### config.mk
export PLATFORM = sky130hd
export DESIGN_NAME = sysid_check_ctrl
export DESIGN_NICKNAME = d
export VERILOG_FILES = /design/src/rtl/sysid_check_pkg.sv /design/src/rtl/sysid_rd_xact.sv /design/src/rtl/sysid_check_ctrl.sv
export SDC_FILE = /design/constraint.sdc
export NUM_CORES = 1
export LEC_CHECK = 0
export BUFFER_PORTS_ARGS = -buffer_cell sky130_fd_sc_hd__buf_2
export CORE_MARGIN = 2
export CORE_UTILIZATION = 52
export CTS_CLUSTER_SIZE = 24
export DETAILED_ROUTE_END_ITERATION = 10
export PLACE_DENSITY = 0.8
export SLEW_MARGIN = 20
export SYNTH_ARGS = -nofsm -noshare
export SYNTH_HDL_FRONTEND = slang
export SYNTH_HIERARCHICAL = 1
export SYNTH_SLANG_ARGS = --single-unit
### constraint.sdc
create_clock -name clock -period 3.55 [get_ports clock]
set_clock_uncertainty 0.1 [all_clocks]
set_input_delay 0.355 -clock clock [delete_from_list [all_inputs] [get_ports clock]]
set_output_delay 0.355 -clock clock [all_outputs]
set_load 0.03 [all_outputs]
### src/rtl/sysid_check_pkg.sv
// Shared types and constants for the sysid check controller and its read engine.
package sysid_check_pkg;

  localparam int unsigned DATA_W  = 32;
  localparam int unsigned CNT_W   = 16;
  localparam int unsigned RETRY_W = 4;

  localparam logic ID_ADDR = 1'b0;
  localparam logic TS_ADDR = 1'b1;

  typedef enum logic [2:0] {
    IDLE    = 3'd0,
    ID_REQ  = 3'd1,
    ID_WAIT = 3'd2,
    TS_REQ  = 3'd3,
    TS_WAIT = 3'd4,
    EVAL    = 3'd5,
    FIN     = 3'd6
  } state_t;

endpackage

### src/rtl/sysid_rd_xact.sv
// Single Avalon-MM read handshake: request/address registers plus a per-read timeout counter.
module sysid_rd_xact
  import sysid_check_pkg::*;
#(
  parameter int unsigned TIMEOUT_CYCLES = 1024
) (
  input  logic clock,
  input  logic reset,
  input  logic issue,
  input  logic issue_addr,
  input  logic load,
  input  logic active,
  input  logic req_phase,
  input  logic wait_phase,
  input  logic avm_waitrequest,
  input  logic avm_readdatavalid,
  output logic avm_read,
  output logic avm_address,
  output logic accept_c,
  output logic valid_c,
  output logic expire_c
);

  logic [CNT_W-1:0] cnt;

  // Request lines follow the controller's next state, so they are registered yet glitch-free.
  always_ff @(posedge clock) begin
    if (reset) begin
      avm_read    <= 1'b0;
      avm_address <= 1'b0;
      cnt         <= '0;
    end else begin
      avm_read    <= issue;
      avm_address <= issue ? issue_addr : 1'b0;
      if (load) begin
        cnt <= '0;
      end else if (active && (cnt != '1)) begin
        cnt <= cnt + CNT_W'(1);
      end
    end
  end

  // Expiry fires in the cycle where the counter would step onto TIMEOUT_CYCLES-1.
  always_comb begin
    accept_c = req_phase & ~avm_waitrequest;
    valid_c  = wait_phase & avm_readdatavalid;
    expire_c = active & (({1'b0, cnt} + 17'd2) >= 17'(TIMEOUT_CYCLES));
  end

endmodule

### src/rtl/sysid_check_ctrl.sv
// Reads the sysid ID and timestamp words over Avalon-MM and compares them with expected values.
// Optional re-check on mismatch is enabled by defining SYSID_CHECK_RETRY_EN.
module sysid_check_ctrl
  import sysid_check_pkg::*;
#(
  parameter logic [31:0] EXP_ID         = 32'h0000_0000,
  parameter logic [31:0] EXP_TS         = 32'd1637742172,
  parameter int unsigned TIMEOUT_CYCLES = 1024,
  parameter int unsigned MAX_RETRY      = 3
) (
  input  logic              clock,
  input  logic              reset,
  input  logic              start,
  output logic              busy,
  output logic              done,
  output logic              pass,
  output logic              id_ok,
  output logic              ts_ok,
  output logic              timeout_err,
  output logic [DATA_W-1:0] id_value,
  output logic [DATA_W-1:0] ts_value,
  output logic [3:0]        retry_cnt,
  output logic              avm_address,
  output logic              avm_read,
  input  logic              avm_waitrequest,
  input  logic              avm_readdatavalid,
  input  logic [DATA_W-1:0] avm_readdata
);

  if ((TIMEOUT_CYCLES < 1) || (TIMEOUT_CYCLES > 65535) || (MAX_RETRY > 15)) begin : g_param_check
    $error("sysid_check_ctrl: parameter out of range");
  end

  state_t state;
  state_t next_state;

  logic id_match;
  logic ts_match;
  logic issue;
  logic issue_addr;
  logic load;
  logic active;
  logic req_phase;
  logic wait_phase;
  logic accept_c;
  logic valid_c;
  logic expire_c;

`ifdef SYSID_CHECK_RETRY_EN
  logic [RETRY_W-1:0] retry_q;
`endif

  assign id_match = (id_value == EXP_ID);
  assign ts_match = (ts_value == EXP_TS);

  always_ff @(posedge clock) begin
    if (reset) begin
      state <= IDLE;
    end else begin
      state <= next_state;
    end
  end

  // Next state plus the read-engine controls derived from it.
  always_comb begin
    next_state = state;
    issue      = 1'b0;
    issue_addr = ID_ADDR;
    load       = 1'b0;
    active     = 1'b0;
    req_phase  = 1'b0;
    wait_phase = 1'b0;

    unique case (state)
      IDLE: begin
        if (start) next_state = ID_REQ;
      end
      ID_REQ: begin
        if (expire_c)      next_state = FIN;
        else if (accept_c) next_state = ID_WAIT;
      end
      ID_WAIT: begin
        if (valid_c)       next_state = TS_REQ;
        else if (expire_c) next_state = FIN;
      end
      TS_REQ: begin
        if (expire_c)      next_state = FIN;
        else if (accept_c) next_state = TS_WAIT;
      end
      TS_WAIT: begin
        if (valid_c)       next_state = EVAL;
        else if (expire_c) next_state = FIN;
      end
      EVAL: begin
        next_state = FIN;
`ifdef SYSID_CHECK_RETRY_EN
        if (!(id_match && ts_match) && (retry_q < RETRY_W'(MAX_RETRY))) next_state = ID_REQ;
`endif
      end
      FIN: begin
        next_state = IDLE;
      end
      default: begin
        next_state = IDLE;
      end
    endcase

    req_phase  = (state == ID_REQ) || (state == TS_REQ);
    wait_phase = (state == ID_WAIT) || (state == TS_WAIT);
    active     = req_phase || wait_phase;
    issue      = (next_state == ID_REQ) || (next_state == TS_REQ);
    issue_addr = (next_state == TS_REQ) ? TS_ADDR : ID_ADDR;
    load       = ((next_state == ID_REQ) && (state != ID_REQ)) ||
                 ((next_state == TS_REQ) && (state != TS_REQ));
  end

  sysid_rd_xact #(
    .TIMEOUT_CYCLES (TIMEOUT_CYCLES)
  ) u_rd_xact (
    .clock             (clock),
    .reset             (reset),
    .issue             (issue),
    .issue_addr        (issue_addr),
    .load              (load),
    .active            (active),
    .req_phase         (req_phase),
    .wait_phase        (wait_phase),
    .avm_waitrequest   (avm_waitrequest),
    .avm_readdatavalid (avm_readdatavalid),
    .avm_read          (avm_read),
    .avm_address       (avm_address),
    .accept_c          (accept_c),
    .valid_c           (valid_c),
    .expire_c          (expire_c)
  );

  // Result registers: cleared on an accepted start, otherwise held for software to read.
  always_ff @(posedge clock) begin
    if (reset) begin
      busy        <= 1'b0;
      done        <= 1'b0;
      pass        <= 1'b0;
      id_ok       <= 1'b0;
      ts_ok       <= 1'b0;
      timeout_err <= 1'b0;
      id_value    <= '0;
      ts_value    <= '0;
    end else begin
      done <= (state == FIN);
      unique case (state)
        IDLE: begin
          if (start) begin
            busy        <= 1'b1;
            pass        <= 1'b0;
            id_ok       <= 1'b0;
            ts_ok       <= 1'b0;
            timeout_err <= 1'b0;
          end
        end
        ID_REQ, TS_REQ: begin
          if (expire_c) timeout_err <= 1'b1;
        end
        ID_WAIT: begin
          if (valid_c)       id_value    <= avm_readdata;
          else if (expire_c) timeout_err <= 1'b1;
        end
        TS_WAIT: begin
          if (valid_c)       ts_value    <= avm_readdata;
          else if (expire_c) timeout_err <= 1'b1;
        end
        EVAL: begin
          id_ok <= id_match;
          ts_ok <= ts_match;
        end
        FIN: begin
          busy <= 1'b0;
          pass <= id_ok & ts_ok & ~timeout_err;
        end
        default: begin
          busy <= 1'b0;
        end
      endcase
    end
  end

`ifdef SYSID_CHECK_RETRY_EN
  always_ff @(posedge clock) begin
    if (reset) begin
      retry_q <= '0;
    end else if ((state == IDLE) && start) begin
      retry_q <= '0;
    end else if ((state == EVAL) && (next_state == ID_REQ)) begin
      retry_q <= retry_q + RETRY_W'(1);
    end
  end

  assign retry_cnt = retry_q;
`else
  assign retry_cnt = '0;
`endif

endmodule

; ---- After elaboration in Yosys (flattened, before gate mapping)
; Cells that the tools add are included.
[op_classes]
add_sub_neg = 2
mul = 0
div_mod_pow = 0
magnitude_cmp = 1
eq_ne = 14
n_shift = 0
n_mux = 19
n_bitwise = 9
n_reduce_logical = 24
[ops]
columns = cell, count
row1 = "== test 32 x 31 -> 1 bit, second input constant", 1
row2 = zero test 32 bit, 1
row3 = 2-to-1 mux 3 bit, 8
row4 = case mux 3 bit (6 select lines), 1
row5 = "adder 16 x 2 -> 17 bit, second input constant", 1
row6 = ">= comparator 17 x 11 -> 1 bit, second input constant", 1
row7 = "adder 16 x 1 -> 16 bit, second input constant", 1
row8 = "!= test 16 bit, second input constant", 1
row9 = AND reduction 2 bit, 5
row10 = "== test 3 x 2 -> 1 bit, second input constant", 3
row11 = "== test 3 bit, second input constant", 3
row12 = case mux 1 bit (2 select lines), 4
row13 = OR reduction 2 bit, 4
row14 = "== test 3 x 1 -> 1 bit, second input constant", 2
row15 = bitwise AND 1 bit, 5
row16 = logical OR 1 bit, 5
row17 = 2-to-1 mux 1 bit, 5
row18 = OR reduction 5 bit, 1
row19 = "!= test 2 bit, second input constant", 2
row20 = NOT 1 bit, 4
row21 = nonzero test 2 bit, 2
row22 = logical AND 1 bit, 3
row23 = zero test 3 bit, 1
row24 = "!= test 3 x 1 -> 1 bit, second input constant", 1
row25 = other kinds (4), 4
[totals]
reg_bits = 91
latchBits = 0
ramBits = 0
mem_bits_ro = 0
input_bits = 37
out_inout_bits = 76
elab_cells = 81
mem_count = 0

; ---- Longest topological paths before layout
[logic_depth]
ltp_word = 11
depth_mapped = 12

; ---- Modules after synthesis
; The synthesis kept the hierarchy.
[modules_own_cells]
columns = mod, n_inst, cells_per_inst, area_per_inst_um2, seq_area_each_um2
row1 = sysid_check_ctrl, 1, 377, 2919.0, 1461.4
row2 = sysid_rd_xact, 1, 122, 1016.0, 360.3

; ---- Worst setup path after synthesis
; OpenSTA, ideal clock, no wires.
[synth_path]
path_kind = register to register
from = register u_rd_xact.cnt[3]
to = register u_rd_xact.avm_address
setup_ps = 59
arrival_time_ps = 2598
required_time_ps = 3391
setup_slack_ps = 793
path_stages_with_launch = 12
path_buffers = 0
period_less_slack_ps = 2757
path_cell_list = dfxtp_1 -> nand3_2 -> or3_4 -> nor3_1 -> mux2_2 -> o41a_1 -> nor2b_1 -> a2bb2oi_1 -> o21ai_0 -> nor2_1 -> nor2b_1 -> and2_1
[synth_between]
elab_chain_cells = 10
elab_cells_between_ends = 15
cone_classes = add/sub: 1 / order compare: 1 / eq/ne: 2 / mux: 7 / bitwise: 2 / reduce/logical: 2
[synth_lines]
columns = element, line
row1 = from (decl), sysid_rd_xact.sv:24  ; logic [CNT_W-1:0] cnt;
row2 = from (signal assigned), sysid_rd_xact.sv:38  ; cnt <= cnt + CNT_W'(1);
row3 = adder 16 x 2 -> 17 bit (*), sysid_rd_xact.sv:47  ; expire_c = active & (({1'b0, cnt} + 17'd2) >= 17'(TIMEOUT_CYCLES));
row4 = >= comparator 17 x 11 -> 1 bit (*), sysid_rd_xact.sv:47
row5 = bitwise AND 1 bit (*), sysid_rd_xact.sv:47
row6 = named net expire_c, sysid_check_ctrl.sv:47  ; logic expire_c;
row7 = 2-to-1 mux 3 bit, "sysid_check_ctrl.sv:84, sysid_check_ctrl.sv:92"
row8 = "2-to-1 mux 3 bit, on equally long branches", "sysid_check_ctrl.sv:91, sysid_check_ctrl.sv:83"
row9 = case mux 3 bit (6 select lines) (*), sysid_check_ctrl.sv:74  ; unique case (state)
row10 = == test 3 x 1 -> 1 bit / == test 3 x 2 -> 1 bit (equally long branches), sysid_check_ctrl.sv:111  ; issue = (next_state == ID_REQ) || (next_state == TS_REQ);
row11 = logical OR 1 bit (*), sysid_check_ctrl.sv:111
row12 = named net issue, sysid_check_ctrl.sv:39  ; logic issue;
row13 = NOT 1 bit (no line) (*), --
row14 = OR reduction 2 bit (no line) (*), --
row15 = to (signal assigned), sysid_rd_xact.sv:34  ; avm_address <= issue ? issue_addr : 1'b0;
row16 = to (decl), sysid_rd_xact.sv:18  ; output logic avm_address,
; Mark *: on every way through the listed nets, which the timed path passes. The rest lies on a longest branch.
; A chain may end at the register's enable or synchronous reset.

; ---- Final worst setup path
; Same ends and word-level chain as after synthesis.

==> qor.txt <==
Synth unique cells: 56
Post-DRT Antenna Nets: 0
# rows: 31
Cell count after synthesis: 499
Worst slew pin tran: 617 ps
Final Cycle Share: 87.6%
Total die area: 8280 sq um
Area leader, netlist: dfxtp_1
CTS Hold Bufs: 0
Die X: 91.0 um
Global-route track usage on met2: 38.8%
Clock Latency Late Sink: 360 ps
Placer congestion estimate: 0.878
Final antenna diode count: 0
DP HPWL: 7060 um
Total congestion overflow: 0
Worst Path Arrival: 3310 ps
Drt first pass iters: 4
Buffers on Ports: 108
Flops & latches, synth: 91
Via/cell ratio: 5.38
EDFF count, synth: 0
CTS tree: yes
Global Route Usage Sum: 24.3%
Critical setup path kind: flip-flop to flip-flop
M3 GR Usage: 5.48%
Max Cap Violations: 0
Synth Flop Type: dfxtp_1
Die Y: 91.0 um
Fin Hold WS: 132 ps
RSZ-0062 raised after global routing: no
Pre-CTS setup slack: 481 ps
Critical Path Sink Type: flip-flop
Number of clock sinks: 91
Vias in the first global route: 3370
Min Tclk post-route: 3110 ps
Commonest non-fill, non-tap cell in the layout: nand2_1
Routed vias: 3743
First-pass GRT wire length: 16400 um
Yosys warns: 6
Final Max Slew Viols: 0
Largest net degree at the start of global routing: 45
P&R area growth vs syn: 18.4%
Met1 usage: 32.9%
CTS resizes: 0
Layout net count: 632
Core area: 7290 sq um
Clock buffer depth: 2
Setup bufs post-CTS: 0
Initial Util: 54.0%
Initial antenna violation count: 0
Worst Hold Class: input pin to flip-flop
Layout cells sized above 1: 23.8%
Worst R2R Setup Slack: 440 ps
Post-synth top area share: 46.3%
DRC violations left: 0
Pwr Density: 395 nW/um^2
CTS Root Cell: clkbuf_8
Most Used Layer, Global Route: met2
Layout Cells excl Fill: 696
Drt first-iter violations: 251
Sequential area share after synthesis: 46.3%
Worst R2R Start: u_rd_xact/cnt[3]
Routed WL: 10000 um
Fin. Hold Viols: 0
Startpoint Class: flip-flop
RR Endpoint: u_rd_xact/avm_address
IO Count: 113
Max_slew headroom: 58.8%
Area contributors post-synth: dfxtp_1 (46%), nand2_1 (14%), a21oi_1 (9.4%)
Hold Path Depth: 3
Worst-path clk slew: 90 ps
Data required, critical path: 3750 ps
Cells on worst reg2reg path: 11
Top achievable clock speed: 321 MHz
H-tree levels: 3
Final WS setup: 439 ps
Outcome: finished clean
Max FO, Critical Path: 12
Inst Count DP: 680
Mapped cell area: 3940 sq um
Hold_sp: avm_readdata[20]
Count of final setup violators: 0
TritonCTS buffer count: 9
Most frequent cells in the layout: nand2_1 (145), buf_2 (108), dfxtp_1 (91)
Pleak: 1.87 nW
Syn_area_per_cell: 7.89 sq um
Post-Route Setup TNS: 0 ps
Peak VDD IR: 0.255 mV
Post-synth ARST share: 0%
# fillers: 678
Hold endpoint: id_value[20]
Drt wl/cell: 14.4 um
## final cells by class
class                      instances  area (sq um)  share of cell area (%)
sequential                        91          1820                    39.1
timing repair buffer             112           571                    12.2
multi-input combinational        370          1910                    41.1
inverter                           8          30.0                   0.644
clock buffer                      10           128                    2.74
clock inverter                     6          72.6                    1.56
tap                               99           124                    2.66
## critical path: stages (launching register included)
cell and delay (ps):
dfxtp_1 430, nand3_2 130, or3_4 470, nor3_1 220
mux2_2 350, o41a_1 480, nor2b_1 170, a2bb2oi_1 160
o21ai_0 140, nor2_1 130, nor2b_1 140, and2_1 130
## state kept, by name (all words and copies together), names as in the netlist
name	cells
ts_value	32
u_rd_xact/avm_read	1
busy	1
done	1
pass	1
ts_ok	1
id_ok	1
u_rd_xact/cnt	16
u_rd_xact/avm_address	1
state	3
timeout_err	1
id_value	32
## Yosys cell counts, drive strengths merged, types with 6 or more instances
master	count
nor2	24
buf	23
nand4	6
nor4	12
clkbuf	10
xor2	6
o21ai	9
nand2	146
dfxtp	91
nor3	15
a21oi	74
inv	8
nand2b	7
nand3	10
## how the worst max path moves through the flow
stage	from	to	depth (start not counted)
final	u_rd_xact/cnt[3]	u_rd_xact/avm_address	11
after global routing	u_rd_xact/cnt[3]	u_rd_xact/avm_address	11
after CTS	u_rd_xact/cnt[3]	u_rd_xact/avm_address	11
after detailed placement	u_rd_xact/cnt[3]	u_rd_xact/avm_address	11
after global placement	u_rd_xact/cnt[3]	u_rd_xact/avm_address	11
after floorplan	u_rd_xact/cnt[3]	u_rd_xact/avm_address	11
## per-stage QoR
stage,cell area [sq um],total power [mW],utilization [%]
after floorplan,3950,1.12,-
after global placement,4460,1.15,61.1
after detailed placement,4460,1.16,61.1
after CTS,4660,1.85,63.9
after global routing,4660,1.92,63.9
final,4660,1.84,63.9
## power by group
part	total (mW)	internal [mW]	leakage (nW)	switching [mW]
sequential	1.04	1.03	0.734	0.0100
clock	0.711	0.333	0.0910	0.378
combinational	0.0959	0.0346	1.04	0.0613
total	1.84	1.39	1.87	0.449
## routing by layer
metal	up-vias	part of all wire [%]	routed length, um
met5	-	0	0
met4	0	1.2	119
met3	12	6.9	691
met1	1743	44	4400
li1	1865	-	-
met2	123	48	4820
## cells by family after synthesis
logic type               count (synthesis)  synth area share [%]
flip-flops                              91                  46.3
AND/OR/NAND/NOR                        245                  28.8
AO/OA/AOI/OAI                          105                  15.3
multiplexers                             2                 0.541
other                                    1                0.0953
buffers and inverters                   41                  5.63
XOR/XNOR                                11                  2.45
adder cells (fa/ha/maj)                  3                 0.954
(Power assumes the default switching activity.)
